$ cat config.mk
export PLATFORM = sky130hd
export DESIGN_NAME = regfile_wr_arbiter
export DESIGN_NICKNAME = d
export VERILOG_FILES = /design/src/rtl/regfile_wr_arbiter.sv
export SDC_FILE = /design/constraint.sdc
export NUM_CORES = 1
export LEC_CHECK = 0
export CAP_MARGIN = 20
export CORE_ASPECT_RATIO = 1.4
export CORE_MARGIN = 4
export CORE_UTILIZATION = 41
export CTS_CLUSTER_SIZE = 12
export DETAILED_ROUTE_END_ITERATION = 7
export PLACE_DENSITY = 0.8
export SLEW_MARGIN = 30
export SYNTH_ARGS = -nofsm -noshare
export SYNTH_HDL_FRONTEND = slang
export SYNTH_SLANG_ARGS = --single-unit
export TNS_END_PERCENT = 30
$ cat constraint.sdc
create_clock -name CLK -period 2.2 [get_ports CLK]
set_clock_uncertainty 0.15 [all_clocks]
set_input_delay 0.55 -clock CLK [delete_from_list [all_inputs] [get_ports CLK]]
set_output_delay 0.55 -clock CLK [all_outputs]
set_load 0.005 [all_outputs]
$ cat src/rtl/regfile_wr_arbiter.sv
// Register-file write arbiter: round-robin between pipeline writeback and debug loader,
// plus a full register dump sequencer. Define REGARB_ZERO_FILTER_EN to drop writes to x0.
module regfile_wr_arbiter #(
    parameter int NUM_REGS = 32
) (
    input  logic        CLK,
    input  logic        RESET,
    input  logic        I_WB_VALID,
    input  logic [4:0]  I_WB_RD,
    input  logic [31:0] I_WB_DATA,
    output logic        O_WB_READY,
    input  logic        I_DBG_VALID,
    input  logic [4:0]  I_DBG_RD,
    input  logic [31:0] I_DBG_DATA,
    output logic        O_DBG_READY,
    input  logic        I_DUMP_START,
    output logic        O_DUMP_BUSY,
    output logic        O_DUMP_VALID,
    output logic [4:0]  O_DUMP_IDX,
    output logic [31:0] O_DUMP_DATA,
    output logic [4:0]  O_REGMEM_RD,
    output logic [31:0] O_REGMEM_WRITE_DATA,
    output logic        O_REGMEM_REGWR,
    output logic [4:0]  O_REGMEM_RS,
    input  logic [31:0] I_REGMEM_READ_DATA_1
);

    typedef enum logic [1:0] {
        S_IDLE  = 2'd0,
        S_FLUSH = 2'd1,
        S_SCAN  = 2'd2,
        S_DRAIN = 2'd3
    } state_t;

    localparam logic [4:0] LAST_IDX = 5'(NUM_REGS - 1);

    state_t      r_state;
    logic        r_ptr;          // 0: writeback has priority, 1: debug has priority
    logic [4:0]  r_cnt;
    logic        r_busy;
    logic        r_dump_valid;
    logic [4:0]  r_dump_idx;
    logic [31:0] r_dump_data;
    logic        r_regwr;
    logic [4:0]  r_rd;
    logic [31:0] r_wdata;

    logic        w_open;
    logic        w_wb_gnt;
    logic        w_dbg_gnt;
    logic        w_acc;
    logic        w_wr_en;
    logic [4:0]  w_rd;
    logic [31:0] w_data;

    // Grants only open in IDLE and not on the cycle a dump is requested.
    always_comb begin
        w_open    = (r_state == S_IDLE) && !I_DUMP_START;
        w_wb_gnt  = w_open && I_WB_VALID && (!I_DBG_VALID || !r_ptr);
        w_dbg_gnt = w_open && I_DBG_VALID && (!I_WB_VALID || r_ptr);
        w_acc     = w_wb_gnt || w_dbg_gnt;
        w_rd      = w_wb_gnt ? I_WB_RD : I_DBG_RD;
        w_data    = w_wb_gnt ? I_WB_DATA : I_DBG_DATA;
`ifdef REGARB_ZERO_FILTER_EN
        w_wr_en   = w_acc && (w_rd != 5'd0);
`else
        w_wr_en   = w_acc;
`endif
    end

    assign O_WB_READY  = w_wb_gnt;
    assign O_DBG_READY = w_dbg_gnt;

    always_ff @(posedge CLK) begin
        if (!RESET) begin
            r_regwr <= 1'b0;
            r_rd    <= 5'd0;
            r_wdata <= 32'd0;
            r_ptr   <= 1'b0;
        end else begin
            r_regwr <= w_wr_en;
            if (w_wr_en) begin
                r_rd    <= w_rd;
                r_wdata <= w_data;
            end
            if (w_acc)
                r_ptr <= w_wb_gnt;
        end
    end

    // Dump sequencer; FLUSH gives the last registered write one edge to land in the file.
    always_ff @(posedge CLK) begin
        if (!RESET) begin
            r_state      <= S_IDLE;
            r_cnt        <= 5'd0;
            r_busy       <= 1'b0;
            r_dump_valid <= 1'b0;
            r_dump_idx   <= 5'd0;
            r_dump_data  <= 32'd0;
        end else begin
            case (r_state)
                S_IDLE: begin
                    r_dump_valid <= 1'b0;
                    if (I_DUMP_START) begin
                        r_state <= S_FLUSH;
                        r_busy  <= 1'b1;
                    end
                end
                S_FLUSH: begin
                    r_cnt   <= 5'd0;
                    r_state <= S_SCAN;
                end
                S_SCAN: begin
                    r_dump_data  <= I_REGMEM_READ_DATA_1;
                    r_dump_idx   <= r_cnt;
                    r_dump_valid <= 1'b1;
                    r_cnt        <= r_cnt + 5'd1;
                    if (r_cnt == LAST_IDX)
                        r_state <= S_DRAIN;
                end
                S_DRAIN: begin
                    r_dump_valid <= 1'b0;
                    r_busy       <= 1'b0;
                    r_state      <= S_IDLE;
                end
                default: r_state <= S_IDLE;
            endcase
        end
    end

    assign O_REGMEM_RS         = (r_state == S_SCAN) ? r_cnt : 5'd0;
    assign O_REGMEM_RD         = r_rd;
    assign O_REGMEM_WRITE_DATA = r_wdata;
    assign O_REGMEM_REGWR      = r_regwr;
    assign O_DUMP_BUSY         = r_busy;
    assign O_DUMP_VALID        = r_dump_valid;
    assign O_DUMP_IDX          = r_dump_idx;
    assign O_DUMP_DATA         = r_dump_data;

endmodule
Yosys cells after proc, flatten, opt, wreduce, memory -nomap -nowiden
Cells that the tools add are included.

storage, ports and cells
  bits in registers = 85
  latch bits = 0
  bits in writable memories = 0
  bits in read-only memories = 0
  output and inout port bits = 84
  word-level logic and storage cells = 46
  memories = 0

cells by class
  add/subtract/negate cells = 1
  multiply operators = 0
  div/mod/pow operators = 0
  $lt $le $gt $ge = 0
  equality and inequality tests = 6
  shift-type cells = 0
  mux-type cells = 10
  bitwise gates (word level) = 0
  reduce and logical (&&, ||, !) cells = 19

operators by type and width
  cell                 number
  $mux 32              1
  $mux 5               2
  $pmux 5 s2           1
  $pmux 2 s4           1
  $reduce_bool 2->1    3
  $add 5x1->5 const B  1
  $eq 5x5->1 const B   1
  $logic_and 1x1->1    5
  $eq 2x2->1 const B   2
  $logic_not 1->1      4
  $mux 2               2
  $ne 2x2->1 const B   2
  $pmux 1 s2           2
  $reduce_and 2->1     2
  $logic_or 1x1->1     3
  $eq 2x1->1 const B   1
  $logic_not 2->1      1
  $reduce_or 2->1      1
  $mux 1               1

Longest topological paths before layout
  word-level depth = 5
  gate-level depth with buffers = 7

Least setup slack after synthesis
OpenSTA, ideal clock, no wires.

  path type = register to output
  start = reg r_state[0]
  end = out O_WB_READY
  data arrival time = 1.205 ns
  path slack = 0.295 ns
  cell stages (with the launch flop) = 7
  buffers on the path = 2
  cell sequence = dfxtp_1 inv_1 ha_1 and3b_4 buf_6 buf_8 and2_1

between the ends
  longest elaborated chain between the ends = 4

ends and longest elaborated chain
  element                         RTL line  source
  start: declaration              37        state_t r_state;
  start signal: assignment        94        r_state <= S_IDLE;
  start signal: assignment        105       r_state <= S_FLUSH;
  start signal: assignment        111       r_state <= S_SCAN;
  $logic_not 2->1                 58        w_open = (r_state == S_IDLE) && !I_DUMP_START;
  $logic_and 1x1->1               58
  $logic_and 1x1->1 (2 in a row)  59        w_wb_gnt = w_open && I_WB_VALID && (!I_DBG_VALID || !r_ptr);
  end: declaration                11        output logic O_WB_READY,

Every way passes these cells.

Final worst setup path
  start = reg r_state[0]
  end = out O_REGMEM_RS[1]

between the ends
  longest elaborated chain between the ends = 2

ends and longest elaborated chain
  element           RTL line  source
  $eq 2x2->1        131       assign O_REGMEM_RS = (r_state == S_SCAN) ? r_cnt : 5'd0;
  $mux 5            131
  end: declaration  24        output logic [4:0] O_REGMEM_RS,

Every way passes these cells.

==> metrics.txt <==
result of the run=completed; antenna violations before repair=0; type of the worst min-delay path=reg2reg; switching part of the total=between 20 and 30%; antenna fix cells=0; total global-route track usage=around a fifth; internal power=about 4.4 mW; RSZ-0062 raised after global routing=true; Final Hold Viols=0; number of buffers inserted during clock tree synthesis=9; area growth from synthesis to layout=59.97%; Synthesized Nets=around 530; H-Tree Level Count=3; max-cap viol count=0; PD cells=980.8 nW/um^2; category of the worst setup path launch point=register; global-route track usage on met2=approximately 35%; GR peak layer=met2; global-route wire length before repair=roughly 19000 um; die extent in x=slightly above 90 um; final slew viol count=0; launch point of the worst hold path=O_DUMP_IDX[3]$_SDFFE_PN0P_; via count of the first global-routing pass=between 3000 and 4000; clock share of power=between 20% and 30%; number of different library cells in the post-synthesis netlist=33; start point of the critical path=r_state[0]$_SDFFE_PN0P_; detailed-placement wirelength estimate=8148 um; die height=124.3 um; maximum number of pins on one net before global-route repair=76; Clock Root Buffer=sky130_fd_sc_hd__clkbuf_16; met3 routing resource usage after global routing=7.976%; final period utilization=between 90% and 100%; Power, Total=a little over 6 mW; vias after detailed routing=3782; Cell Rows=42; critical path arrival=approximately 1.4 ns; total clock sinks=85; last weighted congestion value of the routability-driven placer=roughly 0.78; Longest Clk Path Bufs=2; clock latency on the worst-skew pair=~0.33 ns; Synth Cell Area=about 4000 um^2; Seq pwr share=between 30% and 40%; endpoints failing setup=0; actual transition at the worst max-transition pin=between 0.5 and 0.6 ns; Worst path max stage delay=0.32 ns; share of final-layout standard cells stronger than drive strength 1=about 7.5%; Max Clock Freq=0.4664 GHz; routed wire length=11430 um; Crit path required time=about 1.5 ns; sequential element share of the synthesized area=42.93%; Port Buffers=around 190; switching component of the power=between 1.5 and 2 mW; flip-flop and latch count after synthesis=85; worst path cell trace=inv_1, buf_4, ha_4, and2_1, dlygate4sd2_1; DR vias/cell=between 5 and 6; Worst Slack Setup Final=around 0.056 ns; Reg-to-Reg Start=r_state[0]$_SDFFE_PN0P_; Final #Nets=709; Post-Synthesis Cells=410; DRT antenna net count=0; IR Drop Worst-Case VDD=approximately 0.00086 V; Leakage=~2.6 nW; final routed DRC violation total=0; DRC violation total after the first TritonRoute iteration=roughly 110; TritonCTS clock tree=built; Min Clock Period, post-route=2.144 ns; count of hold buffers inserted by post-cts repair=0; per-cell routed wire length=about 16 um; Worst Path Max Fanout=7; final-layout setup total negative slack=0 ns; type of the worst setup path=reg2out; post-place setup slack=-0.4412 ns; residual overflow from global routing=0; highest-delay cell along the critical path=sky130_fd_sc_hd__dfxtp_2; logic gate share of total power=about two fifths; met1 global-route usage=about 22%; IO Pins=just under 200; Pre-Repair DR Iteration Count=4; Avg Synthesized Cell Area=9.668 um^2; total die area=approximately 11000 um^2; Initial Utilization=41.90%; sort of element at the end of the critical path=output port; clk slew on worst S/H paths=roughly 0.06 ns; placeable core region=9459 um^2; Yosys warning count=0; relative slew slack=between 60 and 70%
flip-flops by register name (all words and copies together) (netlist names):
signal,flops
O_DUMP_BUSY,1
O_DUMP_DATA,32
O_DUMP_IDX,5
O_DUMP_VALID,1
O_REGMEM_RD,5
O_REGMEM_REGWR,1
O_REGMEM_WRITE_DATA,32
r_cnt,5
r_ptr,1
r_state,2
worst max-delay path: cells and delay by family, from the launching register on:
family                     cells  cell delay, ns
adders and majority gates      1            0.17
buffers and inverters          3            0.45
DFF                            1            0.32
and+or+nand+nor                1            0.16
synthesized netlist by cell type:
cell | instances | share of area, %
sky130_fd_sc_hd__dfxtp_1 | 85 | 43
sky130_fd_sc_hd__ha_1 | 6 | 1.9
sky130_fd_sc_hd__a311oi_1 | 2 | 0.44
sky130_fd_sc_hd__a21oi_1 | 12 | 1.5
sky130_fd_sc_hd__buf_8 | 1 | 0.38
sky130_fd_sc_hd__nand2_1 | 8 | 0.76
sky130_fd_sc_hd__buf_2 | 10 | 1.3
sky130_fd_sc_hd__and2_1 | 5 | 0.79
sky130_fd_sc_hd__nand3_1 | 5 | 0.63
sky130_fd_sc_hd__buf_1 | 2 | 0.19
sky130_fd_sc_hd__and3b_4 | 1 | 0.32
sky130_fd_sc_hd__o21ai_1 | 1 | 0.13
sky130_fd_sc_hd__clkbuf_1 | 19 | 1.8
sky130_fd_sc_hd__or3_1 | 1 | 0.16
sky130_fd_sc_hd__inv_1 | 7 | 0.66
sky130_fd_sc_hd__nand2b_1 | 2 | 0.32
sky130_fd_sc_hd__o311a_1 | 37 | 9.3
sky130_fd_sc_hd__a31oi_1 | 1 | 0.16
sky130_fd_sc_hd__a21o_1 | 1 | 0.19
sky130_fd_sc_hd__buf_6 | 8 | 2.3
sky130_fd_sc_hd__nor2_2 | 1 | 0.16
sky130_fd_sc_hd__clkbuf_2 | 3 | 0.38
sky130_fd_sc_hd__nor2b_1 | 1 | 0.16
sky130_fd_sc_hd__and3_1 | 38 | 6.0
sky130_fd_sc_hd__mux2i_1 | 33 | 8.3
sky130_fd_sc_hd__mux2_2 | 1 | 0.28
sky130_fd_sc_hd__a21boi_1 | 11 | 2.1
sky130_fd_sc_hd__o21ai_0 | 2 | 0.25
sky130_fd_sc_hd__o21bai_1 | 37 | 7.0
sky130_fd_sc_hd__nor2_1 | 41 | 3.9
sky130_fd_sc_hd__and2b_1 | 1 | 0.19
sky130_fd_sc_hd__nand4b_1 | 1 | 0.22
sky130_fd_sc_hd__a21boi_0 | 26 | 4.9
kinds of logic (layout without fill, tap and decap cells):
family | after synthesis | after routing | share of synthesized area, %
DFF | 85 | 85 | 42.93
and+or+nand+nor | 105 | 105 | 13.57
adders and majority gates | 6 | 6 | 1.894
AOI/OAI and AO/OA | 130 | 130 | 26.04
muxes | 34 | 34 | 8.617
buffers and inverters | 50 | 237 | 6.945
worst paths after layout:
path / slack, ns / cells past startpoint / endpoint
worst max register to register: 0.20 / 6 / O_REGMEM_RD[1]$_SDFFE_PN0P_
worst min-delay path: 0.32 / 2 / O_DUMP_IDX[3]$_SDFFE_PN0P_
worst max-delay path: 0.06 / 5 / O_REGMEM_RS[1]
worst min register to register: 0.32 / 2 / O_DUMP_IDX[3]$_SDFFE_PN0P_
cell usage in the layout (no fill, tap or decap), types with 2 or more instances in the layout:
cell	count
sky130_fd_sc_hd__a21boi_0	26
sky130_fd_sc_hd__a21boi_1	11
sky130_fd_sc_hd__a21oi_1	11
sky130_fd_sc_hd__a311oi_1	2
sky130_fd_sc_hd__and2_1	5
sky130_fd_sc_hd__and3_1	38
sky130_fd_sc_hd__buf_12	4
sky130_fd_sc_hd__buf_2	2
sky130_fd_sc_hd__buf_4	14
sky130_fd_sc_hd__buf_6	2
sky130_fd_sc_hd__bufinv_16	2
sky130_fd_sc_hd__clkbuf_16	9
sky130_fd_sc_hd__clkdlybuf4s50_1	185
sky130_fd_sc_hd__clkinvlp_4	2
sky130_fd_sc_hd__dfxtp_1	84
sky130_fd_sc_hd__dlygate4sd2_1	5
sky130_fd_sc_hd__dlymetal6s2s_1	2
sky130_fd_sc_hd__ha_1	4
sky130_fd_sc_hd__inv_1	7
sky130_fd_sc_hd__mux2i_1	33
sky130_fd_sc_hd__nand2_1	8
sky130_fd_sc_hd__nand2b_1	2
sky130_fd_sc_hd__nand3_1	5
sky130_fd_sc_hd__nor2_1	41
sky130_fd_sc_hd__o21ai_0	2
sky130_fd_sc_hd__o21bai_1	37
sky130_fd_sc_hd__o311a_1	37
cell type report:
cell class              count  area, um^2
fillers                   766        3118
repair buffers            214        2138
multi-input cells         275        2009
flip-flops and latches     85        1703
clock buffers              11       242.7
well taps                 110       137.6
clock inverters             5       83.83
inverters                   7       26.28
power by group through the flow:
stage | clock network (mW) | logic, mW | registers (mW)
floorplan | 0 | 1.31 | 2.11
detailed placement | 0 | 2.52 | 2.09
finish | 1.62 | 2.54 | 2.06
global route | 1.71 | 2.79 | 2.11
CTS | 1.67 | 2.55 | 2.06
global placement | 0 | 2.45 | 2.08
metrics by stage:
stage	utilization, %	area, um^2	hold slack (ns)	cells
2_1_floorplan	-	3964	0.3038	410
3_3_place_gp	63.36	5993	0.3032	690
3_5_place_dp	63.36	5993	0.3114	690
4_1_cts	66.90	6329	0.3212	707
5_1_grt	67.04	6341	0.3525	707
6_report	67.04	6341	0.3168	707
what timing repair did:
action,in CTS,in global routing
setup buffers,1,0
resized for setup,16,5
endpoints found under the setup margin,33,11
per-layer routing:
layer  part of all wire [%]  wire [um]
met1                     40       4535
met2                     48       5521
met3                     10       1156
met4                    1.9        215
met5                      0          0
No activity file was read; power rests on OpenSTA's default activity.
